==> src/rtl/xosera_bus_initiator_if.sv <==
// Request/response handshake and Xosera byte-bus pins for xosera_bus_initiator.
// The slave modport is the initiator's view; the master modport is the host/target side.
interface xosera_bus_initiator_if;
   logic        req_valid_i;
   logic        req_ready_o;
   logic        req_rd_i;
   logic [3:0]  req_reg_num_i;
   logic [1:0]  req_bytemask_i;
   logic [15:0] req_data_i;
   logic        rsp_valid_o;
   logic [15:0] rsp_data_o;
   logic        rsp_timeout_o;
   logic        bus_cs_n_o;
   logic        bus_rd_nwr_o;
   logic [3:0]  bus_reg_num_o;
   logic        bus_bytesel_o;
   logic [7:0]  bus_data_o;
   logic        bus_data_oe_o;
   logic [7:0]  bus_data_i;
   logic        bus_ack_i;

   modport slave (
      input  req_valid_i, req_rd_i, req_reg_num_i, req_bytemask_i, req_data_i,
      output req_ready_o, rsp_valid_o, rsp_data_o, rsp_timeout_o,
      output bus_cs_n_o, bus_rd_nwr_o, bus_reg_num_o, bus_bytesel_o, bus_data_o, bus_data_oe_o,
      input  bus_data_i, bus_ack_i
   );

   modport master (
      output req_valid_i, req_rd_i, req_reg_num_i, req_bytemask_i, req_data_i,
      input  req_ready_o, rsp_valid_o, rsp_data_o, rsp_timeout_o,
      input  bus_cs_n_o, bus_rd_nwr_o, bus_reg_num_o, bus_bytesel_o, bus_data_o, bus_data_oe_o,
      output bus_data_i, bus_ack_i
   );
endinterface

==> src/rtl/xosera_bus_initiator.sv <==
// Turns 16-bit register requests into strobed byte cycles on the Xosera 8-bit register bus.
// Define XOSERA_BUS_ACK_EN to stretch STROBE until bus_ack_i, with an ACK_TIMEOUT abort.
//
// state  | meaning
// IDLE   | ready for a request
// SETUP  | address/direction/data driven, CS high
// STROBE | CS low for the current byte
// HOLD   | CS high, address/data held
// RESP   | one-cycle completion pulse
module xosera_bus_initiator #(
   parameter int SETUP_CYCLES = 1,
   parameter int CS_CYCLES    = 4,
   parameter int HOLD_CYCLES  = 1,
   parameter int ACK_TIMEOUT  = 15
) (
   input  logic                   clk,
   input  logic                   reset_n_i,
   xosera_bus_initiator_if.slave  xif
);

   localparam logic [2:0] ST_IDLE   = 3'd0;
   localparam logic [2:0] ST_SETUP  = 3'd1;
   localparam logic [2:0] ST_STROBE = 3'd2;
   localparam logic [2:0] ST_HOLD   = 3'd3;
   localparam logic [2:0] ST_RESP   = 3'd4;

   localparam int MAX_SC  = (SETUP_CYCLES > CS_CYCLES) ? SETUP_CYCLES : CS_CYCLES;
   localparam int MAX_SCH = (MAX_SC > HOLD_CYCLES) ? MAX_SC : HOLD_CYCLES;
   localparam int MAX_ALL = (MAX_SCH > ACK_TIMEOUT) ? MAX_SCH : ACK_TIMEOUT;
   localparam int CW      = $clog2(MAX_ALL + 2);

   localparam logic [CW-1:0] LD_SETUP = CW'(SETUP_CYCLES - 1);
   localparam logic [CW-1:0] LD_CS    = CW'(CS_CYCLES - 1);
   localparam logic [CW-1:0] LD_HOLD  = CW'(HOLD_CYCLES - 1);
   localparam logic [CW-1:0] ONE      = CW'(1);

   logic [2:0]    state_q, state_d;
   logic [CW-1:0] cnt_q, cnt_d;
   logic          sel_q, sel_d;
   logic          rd_q, rd_d;
   logic [3:0]    reg_q, reg_d;
   logic [1:0]    mask_q, mask_d;
   logic [15:0]   data_q, data_d;
   logic [15:0]   rsp_data_q, rsp_data_d;
   logic          tmo_q, tmo_d;
   logic          cs_n_q, cs_n_d;
   logic          oe_q, oe_d;
   logic          rd_nwr_q, rd_nwr_d;
   logic [3:0]    bus_reg_q, bus_reg_d;
   logic          bus_sel_q, bus_sel_d;
   logic [7:0]    bus_dat_q, bus_dat_d;
   logic          strobe_done, strobe_tmo;
`ifdef XOSERA_BUS_ACK_EN
   localparam logic [CW-1:0] LD_ACK = CW'(ACK_TIMEOUT - 1);
   logic          ext_q, ext_d;
   logic          ack_seen_q, ack_seen_d;
`endif

   always_comb begin
      state_d     = state_q;
      cnt_d       = cnt_q;
      sel_d       = sel_q;
      rd_d        = rd_q;
      reg_d       = reg_q;
      mask_d      = mask_q;
      data_d      = data_q;
      rsp_data_d  = rsp_data_q;
      tmo_d       = tmo_q;
      strobe_done = 1'b0;
      strobe_tmo  = 1'b0;
`ifdef XOSERA_BUS_ACK_EN
      ext_d       = ext_q;
      ack_seen_d  = ack_seen_q;
`endif
      case (state_q)
         ST_IDLE: begin
            if (xif.req_valid_i) begin
               rd_d       = xif.req_rd_i;
               reg_d      = xif.req_reg_num_i;
               mask_d     = xif.req_bytemask_i;
               data_d     = xif.req_data_i;
               rsp_data_d = 16'h0000;
               tmo_d      = 1'b0;
               if (xif.req_bytemask_i == 2'b00) begin
                  state_d = ST_RESP;
               end else begin
                  state_d = ST_SETUP;
                  sel_d   = !xif.req_bytemask_i[1];
                  cnt_d   = LD_SETUP;
               end
            end
         end
         ST_SETUP: begin
            if (cnt_q == '0) begin
               state_d = ST_STROBE;
               cnt_d   = LD_CS;
`ifdef XOSERA_BUS_ACK_EN
               ext_d      = 1'b0;
               ack_seen_d = 1'b0;
`endif
            end else begin
               cnt_d = cnt_q - ONE;
            end
         end
         ST_STROBE: begin
`ifdef XOSERA_BUS_ACK_EN
            // an ack seen anywhere in the minimum window ends STROBE right at CS_CYCLES
            if (!ext_q) begin
               ack_seen_d = ack_seen_q | xif.bus_ack_i;
               if (cnt_q == '0) begin
                  if (ack_seen_q | xif.bus_ack_i) begin
                     strobe_done = 1'b1;
                  end else if (ACK_TIMEOUT == 0) begin
                     strobe_tmo = 1'b1;
                  end else begin
                     ext_d = 1'b1;
                     cnt_d = LD_ACK;
                  end
               end else begin
                  cnt_d = cnt_q - ONE;
               end
            end else if (xif.bus_ack_i) begin
               strobe_done = 1'b1;
            end else if (cnt_q == '0) begin
               strobe_tmo = 1'b1;
            end else begin
               cnt_d = cnt_q - ONE;
            end
`else
            if (cnt_q == '0) strobe_done = 1'b1;
            else             cnt_d = cnt_q - ONE;
`endif
            if (strobe_done | strobe_tmo) begin
               state_d = ST_HOLD;
               cnt_d   = LD_HOLD;
            end
            if (strobe_done && rd_q) begin
               if (sel_q) rsp_data_d[7:0]  = xif.bus_data_i;
               else       rsp_data_d[15:8] = xif.bus_data_i;
            end
            if (strobe_tmo) tmo_d = 1'b1;
         end
         ST_HOLD: begin
            if (cnt_q == '0) begin
               if (!sel_q && mask_q[0] && !tmo_q) begin
                  state_d = ST_SETUP;
                  sel_d   = 1'b1;
                  cnt_d   = LD_SETUP;
               end else begin
                  state_d = ST_RESP;
               end
            end else begin
               cnt_d = cnt_q - ONE;
            end
         end
         ST_RESP:  state_d = ST_IDLE;
         default:  state_d = ST_IDLE;
      endcase

      // pin values are registered from the next state so they never glitch
      cs_n_d    = (state_d != ST_STROBE);
      oe_d      = ((state_d == ST_SETUP) || (state_d == ST_STROBE) || (state_d == ST_HOLD)) && !rd_d;
      rd_nwr_d  = rd_nwr_q;
      bus_reg_d = bus_reg_q;
      bus_sel_d = bus_sel_q;
      bus_dat_d = bus_dat_q;
      if ((state_d == ST_SETUP) && (state_q != ST_SETUP)) begin
         rd_nwr_d  = rd_d;
         bus_reg_d = reg_d;
         bus_sel_d = sel_d;
         bus_dat_d = sel_d ? data_d[7:0] : data_d[15:8];
      end
   end

   always_ff @(posedge clk) begin
      if (!reset_n_i) begin
         state_q    <= ST_IDLE;
         cnt_q      <= '0;
         sel_q      <= 1'b0;
         rd_q       <= 1'b0;
         reg_q      <= 4'h0;
         mask_q     <= 2'b00;
         data_q     <= 16'h0000;
         rsp_data_q <= 16'h0000;
         tmo_q      <= 1'b0;
         cs_n_q     <= 1'b1;
         oe_q       <= 1'b0;
         rd_nwr_q   <= 1'b1;
         bus_reg_q  <= 4'h0;
         bus_sel_q  <= 1'b0;
         bus_dat_q  <= 8'h00;
`ifdef XOSERA_BUS_ACK_EN
         ext_q      <= 1'b0;
         ack_seen_q <= 1'b0;
`endif
      end else begin
         state_q    <= state_d;
         cnt_q      <= cnt_d;
         sel_q      <= sel_d;
         rd_q       <= rd_d;
         reg_q      <= reg_d;
         mask_q     <= mask_d;
         data_q     <= data_d;
         rsp_data_q <= rsp_data_d;
         tmo_q      <= tmo_d;
         cs_n_q     <= cs_n_d;
         oe_q       <= oe_d;
         rd_nwr_q   <= rd_nwr_d;
         bus_reg_q  <= bus_reg_d;
         bus_sel_q  <= bus_sel_d;
         bus_dat_q  <= bus_dat_d;
`ifdef XOSERA_BUS_ACK_EN
         ext_q      <= ext_d;
         ack_seen_q <= ack_seen_d;
`endif
      end
   end

   assign xif.req_ready_o   = (state_q == ST_IDLE);
   assign xif.rsp_valid_o   = (state_q == ST_RESP);
   assign xif.rsp_data_o    = rsp_data_q;
   assign xif.bus_cs_n_o    = cs_n_q;
   assign xif.bus_rd_nwr_o  = rd_nwr_q;
   assign xif.bus_reg_num_o = bus_reg_q;
   assign xif.bus_bytesel_o = bus_sel_q;
   assign xif.bus_data_o    = bus_dat_q;
   assign xif.bus_data_oe_o = oe_q;
`ifdef XOSERA_BUS_ACK_EN
   assign xif.rsp_timeout_o = tmo_q;
`else
   assign xif.rsp_timeout_o = 1'b0;
`endif

endmodule

==> src/flat_wrapper.sv <==
// flat-port wrapper written by rule: the top's interface ports become plain ports
module xosera_bus_initiator_flat 
#(
   parameter int SETUP_CYCLES = 1,
   parameter int CS_CYCLES    = 4,
   parameter int HOLD_CYCLES  = 1,
   parameter int ACK_TIMEOUT  = 15
)
  (clk, reset_n_i, xif_req_valid_i, xif_req_rd_i, xif_req_reg_num_i, xif_req_bytemask_i, xif_req_data_i, xif_req_ready_o, xif_rsp_valid_o, xif_rsp_data_o, xif_rsp_timeout_o, xif_bus_cs_n_o, xif_bus_rd_nwr_o, xif_bus_reg_num_o, xif_bus_bytesel_o, xif_bus_data_o, xif_bus_data_oe_o, xif_bus_data_i, xif_bus_ack_i);
  xosera_bus_initiator_if xif_i ();
  input  logic clk;
  input  logic reset_n_i;
  input wire logic [$bits(xif_i.req_valid_i)-1:0] xif_req_valid_i;
  input wire logic [$bits(xif_i.req_rd_i)-1:0] xif_req_rd_i;
  input wire logic [$bits(xif_i.req_reg_num_i)-1:0] xif_req_reg_num_i;
  input wire logic [$bits(xif_i.req_bytemask_i)-1:0] xif_req_bytemask_i;
  input wire logic [$bits(xif_i.req_data_i)-1:0] xif_req_data_i;
  output wire logic [$bits(xif_i.req_ready_o)-1:0] xif_req_ready_o;
  output wire logic [$bits(xif_i.rsp_valid_o)-1:0] xif_rsp_valid_o;
  output wire logic [$bits(xif_i.rsp_data_o)-1:0] xif_rsp_data_o;
  output wire logic [$bits(xif_i.rsp_timeout_o)-1:0] xif_rsp_timeout_o;
  output wire logic [$bits(xif_i.bus_cs_n_o)-1:0] xif_bus_cs_n_o;
  output wire logic [$bits(xif_i.bus_rd_nwr_o)-1:0] xif_bus_rd_nwr_o;
  output wire logic [$bits(xif_i.bus_reg_num_o)-1:0] xif_bus_reg_num_o;
  output wire logic [$bits(xif_i.bus_bytesel_o)-1:0] xif_bus_bytesel_o;
  output wire logic [$bits(xif_i.bus_data_o)-1:0] xif_bus_data_o;
  output wire logic [$bits(xif_i.bus_data_oe_o)-1:0] xif_bus_data_oe_o;
  input wire logic [$bits(xif_i.bus_data_i)-1:0] xif_bus_data_i;
  input wire logic [$bits(xif_i.bus_ack_i)-1:0] xif_bus_ack_i;
  assign xif_i.req_valid_i = xif_req_valid_i;
  assign xif_i.req_rd_i = xif_req_rd_i;
  assign xif_i.req_reg_num_i = xif_req_reg_num_i;
  assign xif_i.req_bytemask_i = xif_req_bytemask_i;
  assign xif_i.req_data_i = xif_req_data_i;
  assign xif_req_ready_o = xif_i.req_ready_o;
  assign xif_rsp_valid_o = xif_i.rsp_valid_o;
  assign xif_rsp_data_o = xif_i.rsp_data_o;
  assign xif_rsp_timeout_o = xif_i.rsp_timeout_o;
  assign xif_bus_cs_n_o = xif_i.bus_cs_n_o;
  assign xif_bus_rd_nwr_o = xif_i.bus_rd_nwr_o;
  assign xif_bus_reg_num_o = xif_i.bus_reg_num_o;
  assign xif_bus_bytesel_o = xif_i.bus_bytesel_o;
  assign xif_bus_data_o = xif_i.bus_data_o;
  assign xif_bus_data_oe_o = xif_i.bus_data_oe_o;
  assign xif_i.bus_data_i = xif_bus_data_i;
  assign xif_i.bus_ack_i = xif_bus_ack_i;
  xosera_bus_initiator #(.SETUP_CYCLES(SETUP_CYCLES), .CS_CYCLES(CS_CYCLES), .HOLD_CYCLES(HOLD_CYCLES), .ACK_TIMEOUT(ACK_TIMEOUT)) u_core (.clk(clk), .reset_n_i(reset_n_i), .xif(xif_i));
endmodule
==> config.mk <==
export PLATFORM = sky130hd
export DESIGN_NAME = xosera_bus_initiator_flat
export DESIGN_NICKNAME = d
export VERILOG_FILES = /design/src/rtl/xosera_bus_initiator_if.sv /design/src/rtl/xosera_bus_initiator.sv /design/src/flat_wrapper.sv
export SDC_FILE = /design/constraint.sdc
export NUM_CORES = 1
export LEC_CHECK = 0
export CAP_MARGIN = 5
export CORE_ASPECT_RATIO = 0.8
export CORE_MARGIN = 10
export CORE_UTILIZATION = 35
export CTS_CLUSTER_DIAMETER = 120
export DETAILED_ROUTE_END_ITERATION = 8
export PLACE_DENSITY_LB_ADDON = 0.08
export SETUP_SLACK_MARGIN = 0.15
export SYNTH_ARGS = -nofsm -noshare
export SYNTH_HDL_FRONTEND = slang
export SYNTH_SLANG_ARGS = --single-unit
==> constraint.sdc <==
create_clock -name clk -period 2.15 [get_ports clk]
set_input_delay 0.3225 -clock clk [delete_from_list [all_inputs] [get_ports clk]]
set_output_delay 0.3225 -clock clk [all_outputs]
set_load 0.05 [all_outputs]
## Word-level counts from Yosys, hierarchy flattened

Index checks and enable logic that the tools add are counted.
W data, S select, Z words.

| word-level totals | value |
|---|---|
| flip-flop bits (word level) | 63 |
| bits of input ports | 35 |
| word-level logic and storage cells | 84 |

| operators by class | value |
|---|---|
| add/sub/neg operators | 1 |
| eq/ne operators | 16 |
| muxes and demuxes | 34 |
| reduce and logical (&&, ||, !) cells | 18 |

Operator list:

| operator | count |
|---|---|
| $mux W16 | 4 |
| $mux W5 | 7 |
| $pmux W16 S2 | 1 |
| $mux W8 | 3 |
| $pmux W5 S4 | 1 |
| $mux W3 | 6 |
| $eq A3 B2 Y1 const B | 4 |
| $pmux W3 S4 | 1 |
| $mux W1 | 8 |
| $mux W4 | 2 |
| $reduce_and A4 Y1 | 2 |
| $eq A3 B1 Y1 const B | 2 |
| $ne A2 B2 Y1 const B | 3 |
| $ne A3 B3 Y1 const B | 2 |
| $logic_not A5 Y1 | 1 |
| $reduce_and A5 Y1 | 1 |
| $sub A5 B1 Y5 const B | 1 |
| $logic_and A1 B1 Y1 | 4 |
| $ne A2 B1 Y1 const B | 2 |
| $reduce_bool A4 Y1 | 1 |
| $eq A3 B3 Y1 const B | 1 |
| $logic_not A1 Y1 | 3 |
| $logic_not A3 Y1 | 1 |
| $ne A3 B1 Y1 const B | 1 |
| other kinds (6) | 7 |

## Depth between registers and ports, before layout

Gate-level depths: netlist (run 1).

| logic depth | value |
|---|---|
| word-level depth | 9 |
| depth in mapped cells | 8 |

## Worst setup path before layout (run 1)

OpenSTA, ideal clock, no wires.

| timing path | value |
|---|---|
| path type | register -> register |
| start point | register u_core.cnt_q[0] |
| end point | register u_core.bus_reg_q[0], in the netlist u_core.xif.bus_reg_num_o[0] |
| library setup time | 0.116 ns |
| data arrival time | 1.906 ns |
| required time | 2.034 ns |
| slack | 0.128 ns |
| cell stages (with the launch flop) | 8 |
| buffers on the path | 1 |
| period minus slack after synthesis | 2.022 ns |
| path through | dfxtp_1 > inv_1 > ha_1 > or4b_2 > a2bb2oi_1 > o22ai_1 > buf_2 > a31o_2 |

| on the way | value |
|---|---|
| word-level cells in the longest chain between the ends | 7 |
| elaborated cells on any way between the ends | 9 |
| classes of those cells | 1 x eq/ne; 6 x mux; 2 x reduce/logical |

Ends and longest elaborated chain:

| element | RTL line | text |
|---|---|---|
| start: declaration | xosera_bus_initiator.sv:38 | `logic [CW-1:0] cnt_q, cnt_d;` |
| start signal: assignment | xosera_bus_initiator.sv:198 | `cnt_q <= cnt_d;` |
| $logic_not A5 Y1 (*) | xosera_bus_initiator.sv:94, xosera_bus_initiator.sv:130, xosera_bus_initiator.sv:144 |  |
| $mux W1 | xosera_bus_initiator.sv:130 | `if (cnt_q == '0) strobe_done = 1'b1;` |
| $mux W1 | xosera_bus_initiator.sv:75 | `case (state_q)` |
| $mux W3 | xosera_bus_initiator.sv:133 | `if (strobe_done \| strobe_tmo) begin` |
| $pmux W3 S4 (*) | xosera_bus_initiator.sv:75 |  |
| $eq A3 B1 Y1 (*) | xosera_bus_initiator.sv:167 | `if ((state_d == ST_SETUP) && (state_q != ST_SETUP)) begin` |
| $logic_and A1 B1 Y1 (*) | xosera_bus_initiator.sv:167 |  |
| end signal: assignment | xosera_bus_initiator.sv:209 | `bus_reg_q <= bus_reg_d;` |
| end: declaration | xosera_bus_initiator.sv:49 | `logic [3:0] bus_reg_q, bus_reg_d;` |

Every way passes the cells marked *; elsewhere a longest branch is shown, timed or not. The select of a mux whose other input is x is not followed.
A chain may end at the register's enable or synchronous reset.

## Final worst setup path (run 1)

| timing path | value |
|---|---|
| start point | register u_core.state_q[1] |
| end point | register u_core.bus_dat_q[1], in the netlist u_core.xif.bus_data_o[1] |

| on the way | value |
|---|---|
| word-level cells in the longest chain between the ends | 4 |
| elaborated cells on any way between the ends | 15 |
| classes of those cells | 5 x eq/ne; 8 x mux; 2 x reduce/logical |

Ends and longest elaborated chain:

| element | RTL line | text |
|---|---|---|
| start: declaration | xosera_bus_initiator.sv:37 | `logic [2:0] state_q, state_d;` |
| start signal: assignment | xosera_bus_initiator.sv:197 | `state_q <= state_d;` |
| $eq A3 B2 Y1 (tied with other cells) | xosera_bus_initiator.sv:75 |  |
| $pmux W3 S4 | xosera_bus_initiator.sv:75 |  |
| $eq A3 B1 Y1 | xosera_bus_initiator.sv:167 |  |
| $logic_and A1 B1 Y1 | xosera_bus_initiator.sv:167 |  |
| end signal: assignment | xosera_bus_initiator.sv:211 | `bus_dat_q <= bus_dat_d;` |
| end: declaration | xosera_bus_initiator.sv:51 | `logic [7:0] bus_dat_q, bus_dat_d;` |

Parallel ways exist; a longest one is shown, timed or not.

==> flow_results.org, run 1 <==
** Floorplanning
- For this design the top-level I/O count stands at 70.
- The floorplan step defined a die boundary enclosing 0.01194 sq mm.
- Initial core utilization :: 36.77%
- Die height :: 99.75 microns
- Horizontal extent of the die :: 119.7 microns
- In this run the standard cell core region covers 0.007567 sq mm.
- In this run the core area contains 28 standard-cell rows.

** STA
- Setup violations remaining at the end of the flow were counted as 0.
- The number of failing hold endpoints at the final stage is 0.
- Clock period minus final worst setup slack :: 1952 ps
- Setup repair after global routing could not meet its margin everywhere.
- FMAX :: 0.5122 GHz
- At the pin with the least slew margin, the transition time is 540.5 ps.
- Setup_tns :: 0 ps
- For the final database, setup skew stands at 9.171 ps.
- Headroom to the max-slew limit :: 63.85%
- The worst path uses 90.80% of the clock period.
- WHS :: 464.4 ps
- The number of max-slew violations in the final report came to 0.

** Synthesis
- Simple-gate share of the synthesized area :: 19.42%
- After synthesis, the share of cell area in mux cells is 9.353%.
- Post-synthesis register bit count :: 63
- Async set-reset flop share out of synthesis :: 0%
- Most area-consuming cells after synthesis :: sky130_fd_sc_hd__dfxtp_1, sky130_fd_sc_hd__mux2i_1, sky130_fd_sc_hd__a21oi_1
- By count the netlist is led by sky130_fd_sc_hd__dfxtp_1, sky130_fd_sc_hd__nand2_1, sky130_fd_sc_hd__nor2_1.
- Main synth FF type :: sky130_fd_sc_hd__dfxtp_1
- By instance count, the leading cell after synthesis is sky130_fd_sc_hd__dfxtp_1.
- Average instance area after synthesis :: 9.184 sq um
- Counting every net in the synthesized netlist gives 340.
- In this run, synthesis inferred 0 flip-flops with an integrated enable.
- Complex-gate fraction of the synthesized area :: 18.44%
- Cell count after synthesis :: 303
- After synthesis, the largest family of logic cells by area is simple AND/OR/NAND/NOR gates.
- Area share of the largest cell type after synthesis :: 45.32%
- Part of the Yosys area used for sequential elements :: 45.32%
- Post-Synth XOR/XNOR Area :: 0%
- Arithmetic-cell share of the synthesized area counting full adders, half adders and majority gates :: 0.8993%
- Synth warnings :: 0
- Cell type with the largest total area after synthesis :: sky130_fd_sc_hd__dfxtp_1
- The synthesized netlist contains 54 unique library cells.
- The synthesized netlist occupies a cell area of 0.002783 sq mm.

** Pwr
- Power per standard cell area :: 1256 mW/mm^2
- Worst voltage drop across the vdd grid :: 0.5060 mV
- The internal power of the cells totals 3.040 mW.
- The share of total power dissipated in sequential elements is 30.0%.
- The design draws 5.093 mW.
- Net load switching power :: 2.054 mW
- For this design the static power due to leakage is 1.549 nW.
- Part of the total power dissipated in combinational logic :: 49.9%
- Sw Share :: 40.32%
- Per report_power, the clock group accounts for 20.1% of the total.

** Detailed routing
- Number of search-and-repair iterations in the first detailed-routing pass :: 5
- Final Routed Wirelength :: 7913 microns
- Initial DRC count :: 92
- Dividing the detail-routed wire length by the instance count gives 15.73 microns.
- Mean number of vias per cell :: 4.970
- In the routed design, unresolved DRC markers number 0.
- Post-route antenna net violation count :: 0
- Via count :: 2500

** Global route
- Entering global routing, the biggest net connects 28 pins.
- First-pass GRT wire length :: 11940 microns
- The number of global-route vias before repair was 2368.
- Total routing resource utilization after global routing :: 12.39%
- The initial antenna violation count came to 0.
- Total gr overflow :: 0

** CTS
- The H-tree was split into 3 levels.
- Number of buffers inserted by hold repair at cts :: 0
- For this design, the sink count on the clock tree is 63.
- The clock passes through at most 2 buffers.
- Root Driver :: sky130_fd_sc_hd__clkbuf_8
- CTS clk-pin slew, worst paths :: 70 ps
- Insertion delay to the later sink of the worst-skew pair :: 340 ps
- In this run, CTS created clock tree buffers numbering 9.
- TritonCTS clock tree :: built

** Setup path
- Worst setup EP type :: flop
- Of all nets on the critical path, the largest fanout is 8.
- The critical path is of the reg2reg type.
- STA puts the critical path data required time at 2370 ps.
- Tracing the worst setup path back leads to its startpoint at u_core.state_q[1].
- Data arrival time of the critical path :: 2180 ps
- Crit path launch type :: flop
- Beginning of the worst register-to-register path :: u_core.state_q[1]

** Placed design
- Final HPWL from detailed placement :: 5562 microns
- Count of buffers from port buffering :: 67
- At the end of routability-driven placement, the weighted congestion stood at 0.8379.
- Dpl cells :: 482

** Final layout
- Proportion of layout cells with a drive suffix above 1 :: 23.12%
- The layout has 724 filler cells.
- 0 antenna diodes ended up in the layout.
- Number of cells in the finished layout apart from fillers :: 503
- Final core area utilization :: 53.59%
- The final layout contains 430 nets.
- Signed area change from the synthesized netlist to the final layout :: 45.73%

** Run
- Max-cap viol count :: 0

** Run status
- Result of the run :: finished, final reports clean

** Worst hold path
- The worst hold path begins at u_core.xif.rsp_data_o[11].
- Hold crit path type :: reg2reg
-- logic make-up after synthesis --
kind of cell,count (synthesis)
muxes,25
DFF,63
adders and majority gates,2
AOI/OAI and AO/OA,72
other,1
buffers and inverters,28
and+or+nand+nor,112
-- timing repair --
item                                    4_1_cts  5_1_grt
setup buffers                                 1        2
resized for setup                             4       26
pin swaps                                     1        8
endpoints found under the setup margin        7       23
gates cloned                                  0        2
-- registers in the layout, indices dropped and copies added (netlist names) --
signal	flops
u_core.data_q	16
u_core.xif.rsp_data_o	16
u_core.xif.bus_data_o	8
u_core.cnt_q	5
u_core.reg_q	4
u_core.xif.bus_reg_num_o	4
u_core.state_q	3
u_core.mask_q	1
u_core.rd_q	1
u_core.sel_q	1
u_core.xif.bus_bytesel_o	1
u_core.xif.bus_cs_n_o	1
u_core.xif.bus_data_oe_o	1
u_core.xif.bus_rd_nwr_o	1
-- critical path: stages (launching register included) --
cell and delay (ps):
sky130_fd_sc_hd__dfxtp_2 360, sky130_fd_sc_hd__or4b_4 580, sky130_fd_sc_hd__a2bb2oi_4 190, sky130_fd_sc_hd__buf_4 150
sky130_fd_sc_hd__o22a_4 230, sky130_fd_sc_hd__o211ai_1 210, sky130_fd_sc_hd__o41ai_2 100
-- area by class of cell --
class                      count  area (sq um)  area share, %
sequential                    63          1267          31.26
clock buffer                  10         137.6          3.394
tap                          105         131.4          3.240
clock inverter                 6         60.06          1.481
timing repair buffer         100         960.9          23.70
multi-input combinational    213          1475          36.38
inverter                       6         22.52         0.5554
-- path summary, 6_finish.rpt --
kind                                             endpoint  slack [ps]  cells after the start
worst min register to register  u_core.xif.rsp_data_o[11]         460                      2
worst max-delay path             u_core.xif.bus_data_o[1]         200                      6
worst min-delay path            u_core.xif.rsp_data_o[11]         460                      2
worst max register to register   u_core.xif.bus_data_o[1]         200                      6
-- cells in the final DEF (no fill, tap or decap), types with 4 or more instances in the layout --
cell                              netlist  routed
sky130_fd_sc_hd__o41ai_2                2       8
sky130_fd_sc_hd__nand2_1               36      35
sky130_fd_sc_hd__o211ai_1               8       8
sky130_fd_sc_hd__a21oi_1               31      30
sky130_fd_sc_hd__mux2i_1               17      17
sky130_fd_sc_hd__nor3_1                 6       6
sky130_fd_sc_hd__clkbuf_8               1      10
sky130_fd_sc_hd__a31o_2                 4       4
sky130_fd_sc_hd__dfxtp_1               63      60
sky130_fd_sc_hd__nor2_1                33      33
sky130_fd_sc_hd__clkdlybuf4s50_1        0      64
sky130_fd_sc_hd__buf_6                  6       4
sky130_fd_sc_hd__buf_4                  1      29
sky130_fd_sc_hd__nand3_1               17      17
sky130_fd_sc_hd__o21ai_0                4       4
sky130_fd_sc_hd__mux2_2                 4       4
-- routing by layer --
| layer | global-route usage [%] | part of all wire, % |
|---|---|---|
| met4 | 5.370 | 0.44 |
| met5 | 0 | 0 |
| met2 | 18.12 | 45 |
| met3 | 4.859 | 8.0 |
| met1 | 15.80 | 47 |
-- stage by stage --
stage	setup WS [ps]	instance area [sq um]
floorplan	165.9	2784
global placement	-185.3	3660
detailed placement	-225.7	3660
CTS	153.7	3880
global route	95.33	4055
finish	197.7	4055
-- power groups by stage --
stage	registers [mW]	clock network (mW)	logic (mW)
3_5_place_dp	1.53	0	2.22
5_1_grt	1.55	1.11	2.74
4_1_cts	1.51	1.05	2.26
3_3_place_gp	1.53	0	2.22
2_1_floorplan	1.83	0	1.26
6_report	1.53	1.03	2.54
Power figures use the tool's default switching activity.
==> inputs of run 2 (changes only) <==
ABC_CLOCK_PERIOD_IN_PS = 2150   (was default)
==> results of run 2 <==
No change in the layout: final DEF, timing and power equal those of run 1.
==> inputs of run 3 (changes only) <==
ABC_CLOCK_PERIOD_IN_PS = 1700   (was 2150)
clock period = 1.7 ns   (was 2.15 ns; I/O delays follow)
==> flow_results.org, run 3 (synthesis results as in run 1) <==
** Global route
- Initial antenna violation count :: 0
- Total routing resource utilization after global routing :: 13.69%
- The number of global-route vias before repair was 2585.
- Maximum number of pins on one net before global-route repair :: 23
- Total gr overflow :: 0
- First-pass GRT wire length :: 13520 microns

** Run status
- Failing checks :: setup timing
- The flow ran to the end, but the final reports show violations.

** Floorplanning
- Standard-cell rows :: 28
- 70 I/O pins were placed.
- From bottom edge to top edge, the die measures 99.75 microns.
- Horizontal extent of the die :: 119.7 microns
- DIE AREA :: 0.01194 sq mm
- The floorplan step defined a core boundary enclosing 0.007567 sq mm.
- Initial core utilization :: 36.77%

** Worst hold path
- Hold crit path type :: reg2reg

** STA
- Final max-slew violation count :: 0
- The smallest clock period supported by the final layout is computed as 1945 ps.
- FMAX :: 0.5141 GHz
- WHS :: 465.4 ps
- Final Setup Violations :: 36
- Final worst setup slack :: -245.0 ps
- Between clock sinks in the finished design, the worst skew comes to 8.093 ps.
- Setup repair after global routing could not meet its margin everywhere.
- The number of failing hold endpoints at the final stage was 0.
- The worst path uses 114.4% of the clock period.

** Final layout
- Signed area change from the synthesized netlist to the final layout :: 69.65%
- Area used by sequential logic in the layout :: 0.001270 sq mm
- Commonest cells after routing, fill and taps aside :: sky130_fd_sc_hd__buf_4, sky130_fd_sc_hd__dfxtp_1, sky130_fd_sc_hd__clkdlybuf4s50_1, sky130_fd_sc_hd__nor2_1, sky130_fd_sc_hd__a21oi_2
- Counting the fill cells in the layout gives 642.
- Final net count :: 447
- The finished layout holds 520 standard cells, fillers aside.
- Proportion of layout cells with a drive suffix above 1 :: 53.98%
- Multi-input gate area in the final layout :: 0.001946 sq mm
- Number of antenna cells inserted :: 0
- Leading cell type in the layout, fill and taps excluded :: sky130_fd_sc_hd__buf_4

** Detailed routing
- The count of nets left with antenna violations once routing finished came out at 0.
- Final Routed Wirelength :: 8552 microns
- Mean number of vias per cell :: 5.008
- Number of design rule violations left after detail routing :: 0
- Wire length per cell :: 16.45 microns
- After the first detailed-routing iteration, the DRC count stood at 105.
- Number of search-and-repair iterations in the first detailed-routing pass :: 5
- For this block, the via count after detailed routing is 2604.

** CTS
- Insertion delay to the later sink of the worst-skew pair :: 330 ps
- In this run, CTS created clock tree buffers numbering 9.
- The tree is rooted in a sky130_fd_sc_hd__clkbuf_8.
- Largest buffer count on any clock path :: 2
- Count of H-tree levels built during CTS :: 3
- TritonCTS built the clock tree.
- In this run, post-CTS hold repair placed 0 buffers.
- Clock-pin slew was measured on the worst setup and hold paths at 70 ps.
- Counting every sink on the clock net gives 63.

** Run
- Max-cap viol count :: 0

** Placed design
- Count of buffers from port buffering :: 67
- Detailed placement ended at an HPWL of 5913 microns.
- Routability congestion estimate from global placement :: 0.7933
- Once placement completed, the tool counted placed cells totaling 496.

** Setup path
- Of all nets on the critical path, the largest fanout is 16.
- By startpoint and endpoint, the worst setup path is classified as reg2reg.
- At the worst endpoint, the arrival time is 2160 ps.
- Crit path launch type :: flop
- The setup check on the worst reg-to-reg path leaves a slack of -240 ps.
- Data on the critical path is required at its endpoint by 1910 ps.
- STA classifies the critical path endpoint as a flop.

** Pwr
- Pint :: 4.705 mW
- Sequential cells burn 25.3% of the power.
- Reported leakage power :: 1.841 nW
- Part of the total power dissipated in combinational logic :: 55.6%
- Power spread over the standard cell area amounts to 1628 mW/mm^2.
- Of the total power, the clock network draws 19.1%.
- Summing internal, switching and leakage power gives 7.684 mW.
- Worst voltage drop across the vdd grid :: 1.031 mV
- For this design the total switching power over the nets is 2.979 mW.
- Sw Share :: 38.77%
[run 3: cell count changes in the layout (fill, tap and decap cells not counted), sizes merged, moves of 2 or more]
cell / before / now
clkbuf: 11 / 13
buf: 34 / 85
clkinv: 4 / 2
clkdlybuf4s50: 64 / 32
clkinvlp: 2 / 0
[run 3: cell type report]
| cell class | instances | share of cell area, % |
|---|---|---|
| well taps | 105 | 2.783 |
| clock inverters | 3 | 1.378 |
| flip-flops and latches | 63 | 26.90 |
| repair buffers | 118 | 23.88 |
| clock buffers | 13 | 3.366 |
| multi-input cells | 212 | 41.21 |
| inverters | 6 | 0.4771 |
[run 3: final timing paths]
| kind | from | to | cells past startpoint |
|---|---|---|---|
| setup / recovery | u_core.state_q[1] | u_core.xif.bus_data_o[1] | 5 |
| hold / removal | u_core.xif.rsp_data_o[8] | u_core.xif.rsp_data_o[8] | 2 |
| setup reg to reg | u_core.state_q[1] | u_core.xif.bus_data_o[1] | 5 |
| hold reg to reg | u_core.xif.rsp_data_o[8] | u_core.xif.rsp_data_o[8] | 2 |
[run 3: critical path, stage by stage, from the launching register on]
cell,delay (ps)
sky130_fd_sc_hd__dfxtp_4,360
sky130_fd_sc_hd__or4b_4,550
sky130_fd_sc_hd__o32a_1,220
sky130_fd_sc_hd__o22a_4,330
sky130_fd_sc_hd__o211ai_1,240
sky130_fd_sc_hd__o41ai_2,110
[run 3: metrics by stage]
stage	cell area, sq um	utilization [%]	worst slack, ps	setup TNS [ps]
floorplan	2908	-	-238.6	-2845
global placement	3850	50.88	-601.2	-15410
detailed placement	3850	50.88	-605.5	-14980
CTS	4413	58.32	-228.6	-3908
global route	4721	62.38	-301.9	-7476
finish	4721	62.38	-245.0	-4349
[run 3: timing repair]
item / in CTS / in global routing
pin swaps: 33 / 25
cloned: 2 / 0
endpoints found under the setup margin: 58 / 62
resized for setup: 67 / 66
setup buffers: 4 / 2
[run 3: power by group through the flow]
stage	Sequential, mW	Clock (mW)	Combinational [mW]
final	1.95	1.47	4.27
after global routing	1.97	1.56	4.53
after CTS	1.91	1.50	3.89
after detailed placement	1.92	0	3.24
after global placement	1.92	0	3.20
after floorplan	2.33	0	1.73
[run 3: metal layers]
layer / share of wire [%] / GRT usage (%)
met5: 0 / 0
met4: 0.83 / 3.611
met3: 4.0 / 4.181
met2: 48 / 21.62
met1: 47 / 17.72
